## config.mk

```make
export PLATFORM = sky130hd
export DESIGN_NAME = chunked_serial_adder_flat
export DESIGN_NICKNAME = d
export VERILOG_FILES = /design/src/rtl/chunked_serial_adder_if.sv /design/src/rtl/chunked_serial_adder.sv /design/src/flat_wrapper.sv
export SDC_FILE = /design/constraint.sdc
export NUM_CORES = 1
export LEC_CHECK = 0
export CAP_MARGIN = 20
export CORE_UTILIZATION = 57
export CTS_BUF_LIST = sky130_fd_sc_hd__clkbuf_8 sky130_fd_sc_hd__clkbuf_16
export DETAILED_ROUTE_END_ITERATION = 8
export DONT_BUFFER_PORTS = 1
export HOLD_SLACK_MARGIN = 0.03
export PLACE_DENSITY = 0.75
export RECOVER_POWER = 50
export SYNTH_ARGS = -nofsm -noshare
export SYNTH_HDL_FRONTEND = slang
export SYNTH_SLANG_ARGS = --single-unit
```

## constraint.sdc

```tcl
create_clock -name clk -period 3.32 [get_ports clk]
set_clock_uncertainty 0.05 [all_clocks]
set_input_delay 0.996 -clock clk [delete_from_list [all_inputs] [get_ports clk]]
set_output_delay 0.996 -clock clk [all_outputs]
set_load 0.05 [all_outputs]
```

## src/rtl/chunked_serial_adder_if.sv

```systemverilog
// Handshake bundle between an operand producer, the chunked serial adder and
// the result consumer. The producer/consumer side uses the master modport,
// the adder itself uses the slave modport.
interface chunked_serial_adder_if #(
  parameter int WIDTH = 16
);

  logic             in_valid;
  logic             in_ready;
  logic [WIDTH-1:0] a;
  logic [WIDTH-1:0] b;
  logic             sub;

  logic [WIDTH-1:0] sum;
  logic             cout;
  logic             overflow;
  logic             out_valid;
  logic             out_ready;

  modport master (
    output in_valid,
    output a,
    output b,
    output sub,
    output out_ready,
    input  in_ready,
    input  sum,
    input  cout,
    input  overflow,
    input  out_valid
  );

  modport slave (
    input  in_valid,
    input  a,
    input  b,
    input  sub,
    input  out_ready,
    output in_ready,
    output sum,
    output cout,
    output overflow,
    output out_valid
  );

endinterface

```

## src/rtl/chunked_serial_adder.sv

```systemverilog
// Multi-cycle adder/subtractor. A WIDTH-bit operand pair is consumed DIGIT
// bits per clock through a single DIGIT-bit ripple slice, with the carry
// between chunks held in a register. Subtraction is A + ~B + 1: B is
// inverted at accept time and the initial carry is set to one.
// Results (sum, carry-out, signed overflow) are registered and only change
// on the edge that completes the last chunk.
module chunked_serial_adder #(
  parameter int WIDTH = 16,
  parameter int DIGIT = 4
) (
  input  logic                 clk,
  input  logic                 rst,
  chunked_serial_adder_if.slave bus
);

  localparam int N    = WIDTH / DIGIT;
  localparam int IDXW = (N > 1) ? $clog2(N) : 1;
  localparam logic [IDXW-1:0] LAST_IDX = IDXW'(N - 1);

  // Refuse to elaborate with a chunk size that does not tile the operand.
  generate
    if (DIGIT < 1 || DIGIT > WIDTH || (WIDTH % DIGIT) != 0) begin : g_bad_params
      $error("chunked_serial_adder: WIDTH must be a positive multiple of DIGIT");
    end
  endgenerate

  typedef enum logic [1:0] {
    IDLE,
    RUN,
    DONE
  } state_t;

  state_t state;
  state_t state_next;

  logic [IDXW-1:0]  idx;
  logic [WIDTH-1:0] op_a;
  logic [WIDTH-1:0] op_b;
  logic             carry;
  logic [WIDTH-1:0] acc;
  logic [WIDTH-1:0] acc_next;

  logic [WIDTH-1:0] sum_q;
  logic             cout_q;
  logic             overflow_q;

  logic             accept;
  logic             step;
  logic             last_chunk;
  logic             in_ready_int;
  logic             out_valid_int;

  logic [DIGIT-1:0] a_chunk;
  logic [DIGIT-1:0] b_chunk;
  logic [DIGIT-1:0] slice_sum;
  logic [DIGIT:0]   carry_chain;

  assign last_chunk = (idx == LAST_IDX);

  // State register; reset wins over every transition.
  always_ff @(posedge clk) begin
    if (rst) begin
      state <= IDLE;
    end else begin
      state <= state_next;
    end
  end

  // Next-state decode and handshake outputs for IDLE / RUN / DONE.
  always_comb begin
    state_next    = state;
    in_ready_int  = 1'b0;
    out_valid_int = 1'b0;
    accept        = 1'b0;
    step          = 1'b0;
    case (state)
      IDLE: begin
        in_ready_int = 1'b1;
        if (bus.in_valid) begin
          accept     = 1'b1;
          state_next = RUN;
        end
      end
      RUN: begin
        step = 1'b1;
        if (last_chunk) begin
          state_next = DONE;
        end
      end
      DONE: begin
        out_valid_int = 1'b1;
        if (bus.out_ready) begin
          state_next = IDLE;
        end
      end
      default: begin
        state_next = IDLE;
      end
    endcase
  end

  // One DIGIT-bit ripple slice fed by the current chunk and the carry register.
  always_comb begin
    a_chunk        = op_a[int'(idx)*DIGIT +: DIGIT];
    b_chunk        = op_b[int'(idx)*DIGIT +: DIGIT];
    carry_chain    = '0;
    carry_chain[0] = carry;
    slice_sum      = '0;
    for (int i = 0; i < DIGIT; i++) begin
      slice_sum[i]     = a_chunk[i] ^ b_chunk[i] ^ carry_chain[i];
      carry_chain[i+1] = (a_chunk[i] & b_chunk[i]) |
                         (carry_chain[i] & (a_chunk[i] ^ b_chunk[i]));
    end
  end

  // Working sum with the current chunk merged in at its bit position.
  always_comb begin
    acc_next = acc;
    acc_next[int'(idx)*DIGIT +: DIGIT] = slice_sum;
  end

  // Operand capture, chunk stepping and result publication. The working
  // accumulator is separate from the visible sum so a result in flight is
  // never partially exposed.
  always_ff @(posedge clk) begin
    if (rst) begin
      idx        <= '0;
      op_a       <= '0;
      op_b       <= '0;
      carry      <= 1'b0;
      acc        <= '0;
      sum_q      <= '0;
      cout_q     <= 1'b0;
      overflow_q <= 1'b0;
    end else if (accept) begin
      op_a  <= bus.a;
      op_b  <= bus.b ^ {WIDTH{bus.sub}};
      carry <= bus.sub;
      acc   <= '0;
      idx   <= '0;
    end else if (step) begin
      acc   <= acc_next;
      carry <= carry_chain[DIGIT];
      if (last_chunk) begin
        sum_q      <= acc_next;
        cout_q     <= carry_chain[DIGIT];
        overflow_q <= carry_chain[DIGIT-1] ^ carry_chain[DIGIT];
        idx        <= '0;
      end else begin
        idx <= idx + IDXW'(1);
      end
    end
  end

  assign bus.in_ready  = in_ready_int;
  assign bus.out_valid = out_valid_int;
  assign bus.sum       = sum_q;
  assign bus.cout      = cout_q;
  assign bus.overflow  = overflow_q;

endmodule

```

## src/flat_wrapper.sv

```systemverilog
// flat-port wrapper written by rule: the top's interface ports become plain ports
module chunked_serial_adder_flat 
#(
  parameter int WIDTH = 16,
  parameter int DIGIT = 4
)
  (clk, rst, bus_in_valid, bus_a, bus_b, bus_sub, bus_out_ready, bus_in_ready, bus_sum, bus_cout, bus_overflow, bus_out_valid);
  chunked_serial_adder_if #(.WIDTH(WIDTH)) bus_i ();
  input  logic clk;
  input  logic rst;
  input wire logic [$bits(bus_i.in_valid)-1:0] bus_in_valid;
  input wire logic [$bits(bus_i.a)-1:0] bus_a;
  input wire logic [$bits(bus_i.b)-1:0] bus_b;
  input wire logic [$bits(bus_i.sub)-1:0] bus_sub;
  input wire logic [$bits(bus_i.out_ready)-1:0] bus_out_ready;
  output wire logic [$bits(bus_i.in_ready)-1:0] bus_in_ready;
  output wire logic [$bits(bus_i.sum)-1:0] bus_sum;
  output wire logic [$bits(bus_i.cout)-1:0] bus_cout;
  output wire logic [$bits(bus_i.overflow)-1:0] bus_overflow;
  output wire logic [$bits(bus_i.out_valid)-1:0] bus_out_valid;
  assign bus_i.in_valid = bus_in_valid;
  assign bus_i.a = bus_a;
  assign bus_i.b = bus_b;
  assign bus_i.sub = bus_sub;
  assign bus_i.out_ready = bus_out_ready;
  assign bus_in_ready = bus_i.in_ready;
  assign bus_sum = bus_i.sum;
  assign bus_cout = bus_i.cout;
  assign bus_overflow = bus_i.overflow;
  assign bus_out_valid = bus_i.out_valid;
  chunked_serial_adder #(.WIDTH(WIDTH), .DIGIT(DIGIT)) u_core (.clk(clk), .rst(rst), .bus(bus_i));
endmodule
```

==> results of run 1 <==
## cell usage after synthesis
master,count
nand2b_2,1
nor4bb_1,1
buf_6,4
and2b_1,1
nor3_1,17
nand3b_4,1
nor3b_2,1
ha_1,6
a32oi_1,16
inv_1,17
clkbuf_1,7
a211oi_1,16
nand2_1,36
a221oi_1,16
mux4_2,8
a211oi_2,1
xnor2_1,17
buf_2,8
mux2i_1,4
and3b_1,3
buf_1,2
dfxtp_1,71
and3_1,1
buf_4,9
or3b_1,1
nand3b_1,4
fa_1,4
nor2b_1,3
a21oi_1,19
nand2b_1,1
nor2_1,55
## area by class of cell
class	instances	area (sq um)	share of cell area
Inverter	17	63.8	0.0185
Multi-Input combinational cell	233	1620	0.469
Clock inverter	4	43.8	0.0127
Timing Repair Buffer	6	42.5	0.0123
Clock buffer	12	165	0.0479
Sequential cell	71	1420	0.413
Tap cell	72	90.1	0.0261
## flip-flops by register name, indices dropped and copies added, names as in the netlist
signal	flops
u_core.bus.sum	16
u_core.acc	16
u_core.op_b	16
u_core.carry	1
u_core.bus.cout	1
u_core.bus.overflow	1
u_core.state	2
u_core.idx	2
u_core.op_a	16
## per-layer routing
metal | track usage | part of all wire
met1 | 0.300 | 0.45
met2 | 0.377 | 0.49
met3 | 0.0624 | 0.045
met4 | 0.119 | 0.019
met5 | 0 | 0
## power by group through the flow
stage                     Sequential, uW  Combinational [uW]  Clock, uW
after floorplan                      918                 178          0
after global placement               927                 186          0
after detailed placement             927                 191          0
after CTS                            908                 191        724
after global routing                 912                 212        767
final                                909                 189        711
## worst paths after layout
check / start / endpoint / slack [ns] / cells after the start
setup / recovery: u_core.idx[0] / u_core.bus.sum[15] / 0.27 / 12
hold / removal: u_core.op_a[15] / u_core.op_a[15] / 0.40 / 2
setup reg to reg: u_core.idx[0] / u_core.bus.sum[15] / 0.27 / 12
hold reg to reg: u_core.op_a[15] / u_core.op_a[15] / 0.40 / 2
## critical path, cell delays in order (launching register included)
cell and delay, ns:
dfxtp_2 0.38, mux4_2 0.50, inv_1 0.09, fa_1 0.18, inv_1 0.05, fa_1 0.35, inv_1 0.07, fa_1 0.20
inv_1 0.06, fa_1 0.52, nor2b_4 0.23, a221oi_1 0.10, nor3_1 0.20
## repair_timing
| action | CTS | global route |
|---|---|---|
| endpoints found under the hold margin | 0 | 0 |
| gates resized for setup | 0 | 4 |
| setup endpoints to repair | 0 | 6 |
## logic make-up (layout without fill, tap and decap cells)
logic type	count (synthesis)	count (layout)	share of synthesized area
flops	71	71	0.433
fa+ha+maj	10	10	0.0472
compound gates	68	68	0.155
mux	12	12	0.0670
xor+xnor	17	17	0.0453
buf+inv	47	39	0.0762
simple gates	126	126	0.177
## stage by stage
stage	cells	power, uW	hold WS [ns]
2_1_floorplan	351	1100	0.383
5_1_grt	415	1890	0.418
3_5_place_dp	399	1120	0.390
4_1_cts	415	1820	0.399
3_3_place_gp	399	1110	0.386
6_report	415	1810	0.397
==> reports/metrics.cfg, run 1 <==
[clocking]
clockBufferDepth=2
cts_post_setup_buffers_inserted=0
cts_buffers=9
htreeDepth=3
cts_tree=done
clk_latency_ns=0.34
clk_pin_slew_ns=0.07
cts_sinks=71
postCtsHoldBufs=0
cts_root_buffer=clkbuf_8

[routing]
vias_per_cell=5.92
ant_nets=0
wl_per_cell_microns=16.0
drc=0
dr_total_vias=2456
wirelength_mm=6.63
drtIter0Drc=157
first_pass_iters=4

[layout]
n_fill_cell=507
design_area_sq_mm=0.00345
diodes=0
final_core_util=0.622
layout_commonest_cell=dfxtp_1
layout-drive-gt1-share=0.102
final_cell_mix=dfxtp_1 (69), nor2_1 (55), nand2_1 (36), a21oi_1 (19), inv_1 (18)
layout.nets=385
syn_to_final_growth_pct=4.87

[placed_design]
portBuffers=0
dpl_worst_slack_ns=0.0221
dpl_cell_area_sq_mm=0.00325
gp_congestion=0.776
hpwlAfterDp_mm=4.52

[timing]
setup_ws_ns=0.266
fin_crit_ns=3.05
slew_viol_final=0
fin_tns_setup_ns=0
slew_headroom=0.207
tightest_slew_ns=1.19
rsz0062_at_grt=false
post-route-period-util=0.920
setup_violations=0
fmax_mhz=327
hold_violations=0

[global_routing]
grt_max_degree=55
grt_overflow=0
grtUsageTotal=0.238
grt_pass1_wl_mm=11.1
antenna_found_initial=0
grt_pass1_vias=2378

[yosys]
synthTopCellsByArea=dfxtp_1 (43%), nor2_1 (6.3%), mux4_2 (5.5%)
netlist.area_leader.share=0.433
postSynthAreaPerCell_sq_um=9.36
ys_seq_area_frac=0.433
synth_area_sq_mm=0.00329
yosysWarnings=0
yosys.area.top_type=dfxtp_1
ys_ff_latch=71
synthesis.nets=398
yosysUniqueCellTypes=31
synthCells=351

[power]
power_leakage_uw=0.00128
powerDensity_mw_per_mm2=525
sw_frac_of_total=0.241
ir_worst_vdd_v=0.000298
p_int_uw=1370
power_frac_clock=0.393
switchingPower_uw=436
power_frac_seq=0.502
combPwrFrac=0.105

[setup_path]
cp.required_ns=3.53
cp-start-kind=flop
path_max_fanout=6
end_kind=flop
crit_type=flop to flop
arrival_ns=3.26

[floorplanning]
dieArea_sq_mm=0.00607
core_area_sq_mm=0.00554
std_cell_rows=27
pin_count=57
initial_utilization=0.593
die_w_microns=77.9
fp.dieH_microns=77.9

[hold_path]
hold_class=flop to flop

[run]
cap_violations=0

[outcome]
status=completed

(Power assumes the default switching activity.)
==> run 2, diff against run 1 <==
PLACE_DENSITY = 0.77   (was 0.75)
==> reports/metrics.cfg, run 2 (synthesis results as in run 1) <==
[outcome]
status=finished with violations
violations=max-capacitance violations, max-slew violations

[clocking]
cts_buffers=9  ; unchanged
clk_latency_ns=0.35  ; about the same
cts_sinks=71  ; unchanged
cts_post_setup_buffers_inserted=0  ; unchanged
postCtsHoldBufs=0  ; unchanged
clk_pin_slew_ns=0.07  ; about the same
post_cts_resized=0  ; unchanged
htreeDepth=3  ; unchanged
cts_tree=done
clockBufferDepth=2  ; unchanged
cts_root_buffer=clkbuf_8

[global_routing]
grt_overflow=0  ; unchanged
grt_pass1_vias=2277  ; -4.2%
grt_pass1_wl_mm=11.1  ; about the same
grt_max_degree=55  ; unchanged
grtUsageTotal=0.238  ; unchanged
antenna_found_initial=0  ; unchanged

[routing]
drc=0  ; unchanged
ant_nets=0  ; unchanged
first_pass_iters=4  ; unchanged
wl_per_cell_microns=16.1  ; +0.50%
dr_total_vias=2465  ; +0.37%
drtIter0Drc=172  ; +9.6%
wirelength_mm=6.67  ; +0.50%
vias_per_cell=5.94  ; +0.37%

[placed_design]
dpl_cell_area_sq_mm=0.00325  ; -0.15%
gp_congestion=0.821  ; +5.8%
portBuffers=0  ; unchanged
hpwlAfterDp_mm=4.46  ; -1.3%
dp_cells=400  ; +0.25%
dpl_worst_slack_ns=0.0453  ; +0.0232 ns

[setup_path]
cp-start-kind=flop
crit_type=flop to flop
end_kind=flop
r2r_cells=12  ; unchanged
rrSetupSlack_ns=0.22  ; -0.05 ns
r2r_end=u_core.bus.sum[15]
r2r_start=u_core.idx[0]
arrival_ns=3.29  ; +0.03 ns
path_max_fanout=6  ; unchanged
cp.required_ns=3.50  ; -0.03 ns

[timing]
fin_crit_ns=3.10  ; +0.0487 ns
hold_violations=0  ; unchanged
rsz0062_at_grt=false
slew_viol_final=49  ; +49
setup_violations=0  ; unchanged
post-route-period-util=0.935  ; +0.0147
setup_ws_ns=0.217  ; -0.0487 ns
slew_headroom=-0.194  ; -0.401
tightest_slew_ns=1.79  ; +0.604 ns
fmax_mhz=322  ; -1.6%
fin_tns_setup_ns=0  ; unchanged

[hold_path]
worstHoldStart=u_core.op_a[12]
min_to=u_core.op_a[12]
hold_class=flop to flop
hold_depth=2  ; unchanged

[run]
cap_violations=1  ; +1

[floorplanning]
dieArea_sq_mm=0.00607  ; unchanged
initial_utilization=0.593  ; unchanged
die_w_microns=77.9  ; unchanged
std_cell_rows=27  ; unchanged
core_area_sq_mm=0.00554  ; unchanged
pin_count=57  ; unchanged
fp.dieH_microns=77.9  ; unchanged

[layout]
finalNonFillerCells=415  ; unchanged
diodes=0  ; unchanged
layout-drive-gt1-share=0.0845  ; -0.0175
final_cell_mix=dfxtp_1 (71), nor2_1 (55), nand2_1 (36), inv_1 (20), a21oi_1 (19)
syn_to_final_growth_pct=3.88
layout.nets=386  ; +0.26%
design_area_sq_mm=0.00341  ; -0.94%
layout_commonest_cell=dfxtp_1
n_fill_cell=499  ; -1.6%

[power]
powerDensity_mw_per_mm2=503  ; -4.2%
power_leakage_uw=0.00126  ; -1.1%
ir_worst_vdd_v=0.000311  ; +4.2%

-- run 2: changes by cell type in the layout (fill, tap and decap cells not counted), sizes merged --
| cell | delta |
|---|---|
| clkbuf | +1 |
| inv | +2 |
| bufinv | -1 |
| clkinv | -2 |
-- run 2: how the worst max path moves through the flow --
stage | start | to | slack [ns] | depth (start not counted)
finish | u_core.idx[0] | u_core.bus.sum[15] | 0.22 | 12
global route | u_core.idx[0] | u_core.bus.sum[7] | 0.03 | 9
CTS | u_core.idx[0] | u_core.acc[11] | 0.03 | 12
detailed placement | u_core.idx[0] | u_core.acc[11] | 0.05 | 12
global placement | u_core.idx[0] | u_core.bus.sum[7] | 0.11 | 12
floorplan | u_core.idx[0] | u_core.bus.sum[11] | 0.03 | 13
-- run 2: per-layer routing --
| metal | GRT usage | vias up | part of all wire |
|---|---|---|---|
| met4 | 0.0796 | 0 | 0.016 |
| met1 | 0.302 | 1163 | 0.45 |
| met2 | 0.381 | 85 | 0.48 |
| li1 | - | 1205 | - |
| met3 | 0.0800 | 12 | 0.060 |
| met5 | 0 | - | 0 |
-- run 2: worst max-delay path, cell delays in order (launching register included) --
cell	delay, ns
dfxtp_1	0.42
mux4_2	0.52
inv_1	0.09
fa_1	0.16
inv_1	0.05
fa_1	0.35
inv_1	0.07
fa_1	0.20
inv_1	0.06
fa_1	0.48
nor2b_4	0.17
a221oi_1	0.30
nor3_1	0.08
-- run 2: power by group --
part	switching (uW)	internal, uW
clock network	299	321
registers	22.6	885
logic	105	84.6
total	427	1290
-- run 2: layout make-up --
| type | instances | area [sq um] | share of cell area |
|---|---|---|---|
| clock inverter | 3 | 11.3 | 0.00330 |
| timing repair buffer | 7 | 45.0 | 0.0132 |
| clock buffer | 12 | 165 | 0.0484 |
| tap | 72 | 90.1 | 0.0264 |
| multi-input combinational | 233 | 1620 | 0.474 |
| inverter | 17 | 63.8 | 0.0187 |
| sequential | 71 | 1420 | 0.416 |
-- run 2: metrics by stage --
step                      total power, uW  hold WS [ns]   util
after floorplan                      1100         0.383      -
after global placement               1110         0.386  0.586
after detailed placement             1110         0.392  0.586
after CTS                            1730         0.401  0.618
after global routing                 1810         0.425  0.616
final                                1720         0.400  0.616
==> run 3, diff against run 2 <==
CORE_UTILIZATION = 41   (was 57)
PLACE_DENSITY = 0.64   (was 0.77)
SLEW_MARGIN = 0   (was unset)
==> reports/metrics.cfg, run 3 (synthesis results as in run 1) <==
[setup_path]
end_kind=flop
cp-start-kind=flop
arrival_ns=3.29  ; about the same
crit_type=flop to flop
cp.required_ns=3.53  ; +0.03 ns
rrSetupSlack_ns=0.24  ; +0.03 ns
path_max_fanout=9  ; +3

[timing]
tightest_slew_ns=1.78  ; -0.00602 ns
hold_violations=0  ; unchanged
whs_ns=0.402  ; +0.00213 ns
slew_headroom=-0.190  ; +0.00401
fmax_mhz=325  ; +0.84%
setup_violations=0  ; unchanged
slew_viol_final=49  ; unchanged
setup_ws_ns=0.243  ; +0.0257 ns
post-route-period-util=0.927  ; -0.00775
fin_crit_ns=3.08  ; -0.0257 ns
rsz0062_at_grt=false

[global_routing]
grt_max_degree=55  ; unchanged
antenna_found_initial=0  ; unchanged
grtUsageTotal=0.175  ; -0.0631
grt_pass1_vias=2334  ; +2.5%
grt_overflow=0  ; unchanged
grt_pass1_wl_mm=11.3  ; +1.6%

[hold_path]
hold_class=flop to flop

[power]
ir_worst_vdd_v=0.000255  ; -18%
power_leakage_uw=0.00130  ; +3.2%
powerDensity_mw_per_mm2=567  ; +13%

[layout]
syn_to_final_growth_pct=8.03
layout_commonest_cell=dfxtp_1
final_cell_mix=dfxtp_1 (70), nor2_1 (55), nand2_1 (36), a21oi_1 (19), inv_1 (18)
layout-drive-gt1-share=0.0988  ; +0.0143
layout.nets=386  ; unchanged
diodes=0  ; unchanged

[clocking]
cts_buffers=9  ; unchanged
clk_latency_ns=0.34  ; about the same
clk_pin_slew_ns=0.07  ; about the same
cts_sinks=71  ; unchanged
clockBufferDepth=2  ; unchanged
cts_root_buffer=clkbuf_8
cts_post_setup_buffers_inserted=0  ; unchanged
cts_tree=done
htreeDepth=3  ; unchanged

[floorplanning]
core_area_sq_mm=0.00773  ; +39%
initial_utilization=0.425  ; -0.168
pin_count=57  ; unchanged
fp.dieH_microns=91.5  ; +17%
std_cell_rows=32  ; +19%
die_w_microns=91.5  ; +17%
dieArea_sq_mm=0.00838  ; +38%

[routing]
wirelength_mm=6.88  ; +3.2%
dr_total_vias=2405  ; -2.4%
drc=0  ; unchanged
drtIter0Drc=81  ; -53%
ant_nets=0  ; unchanged
vias_per_cell=5.39  ; -9.2%
first_pass_iters=4  ; unchanged
wl_per_cell_microns=15.4  ; -4.0%

[placed_design]
gp_congestion=0.786  ; -4.3%
hpwlAfterDp_mm=4.71  ; +5.7%
dpl_worst_slack_ns=-0.0606  ; -0.106 ns
portBuffers=0  ; unchanged

[outcome]
status=finished with violations
violations=max-capacitance violations, max-slew violations

[run]
cap_violations=1  ; unchanged

-- run 3: path summary, 6_finish.rpt --
check / from / to / cells after the start
worst max-delay path: u_core.idx[0] / u_core.bus.sum[11] / 10
worst min-delay path: u_core.op_a[6] / u_core.op_a[6] / 2
worst max register to register: u_core.idx[0] / u_core.bus.sum[11] / 10
worst min register to register: u_core.op_a[6] / u_core.op_a[6] / 2
-- run 3: critical path, cell delays in order, from the launching register on --
cell and delay, ns:
dfxtp_2 0.38, buf_4 0.21, mux4_2 0.54, fa_1 0.42, inv_1 0.07, fa_1 0.20, inv_1 0.06, fa_1 0.53
nor2b_4 0.24, a221oi_1 0.10, nor3_1 0.18
-- run 3: per-stage QoR --
stage / power [uW] / std cells / cell area (sq um) / util / TNS [ns]
CTS: 2030 / 446 / 3560 / 0.460 / 0
detailed placement: 1120 / 430 / 3290 / 0.425 / -0.145
global route: 2090 / 446 / 3550 / 0.459 / 0
finish: 2010 / 446 / 3550 / 0.459 / 0
floorplan: 1100 / 351 / 3290 / - / 0
global placement: 1110 / 430 / 3290 / 0.425 / 0
-- run 3: what timing repair did --
| action | 4_1_cts | 5_1_grt |
|---|---|---|
| setup endpoints to repair | 6 | 6 |
| cloned | 0 | 0 |
| resized for setup | 1 | 2 |
| hold buffers | 0 | 0 |
-- run 3: layout make-up --
cell class	count	area, sq um
Clock buffer	10	138
Clock inverter	6	133
Fill cell	763	4180
Inverter	17	63.8
Multi-Input combinational cell	233	1620
Sequential cell	71	1420
Tap cell	102	128
Timing Repair Buffer	7	48.8
-- run 3: report_power, final --
group | switching (uW) | internal (uW) | total [uW]
clock | 318 | 594 | 912
sequential | 23.8 | 885 | 909
combinational | 106 | 85.7 | 192
total | 447 | 1560 | 2010
-- run 3: metal layers --
metal	track usage	vias up	wire length, microns	part of all wire
met2	0.289	69	3280	0.48
met4	0.0622	0	83	0.012
met3	0.0595	9	417	0.061
met1	0.211	1118	3100	0.45
li1	-	1209	-	-
met5	0	-	0	0
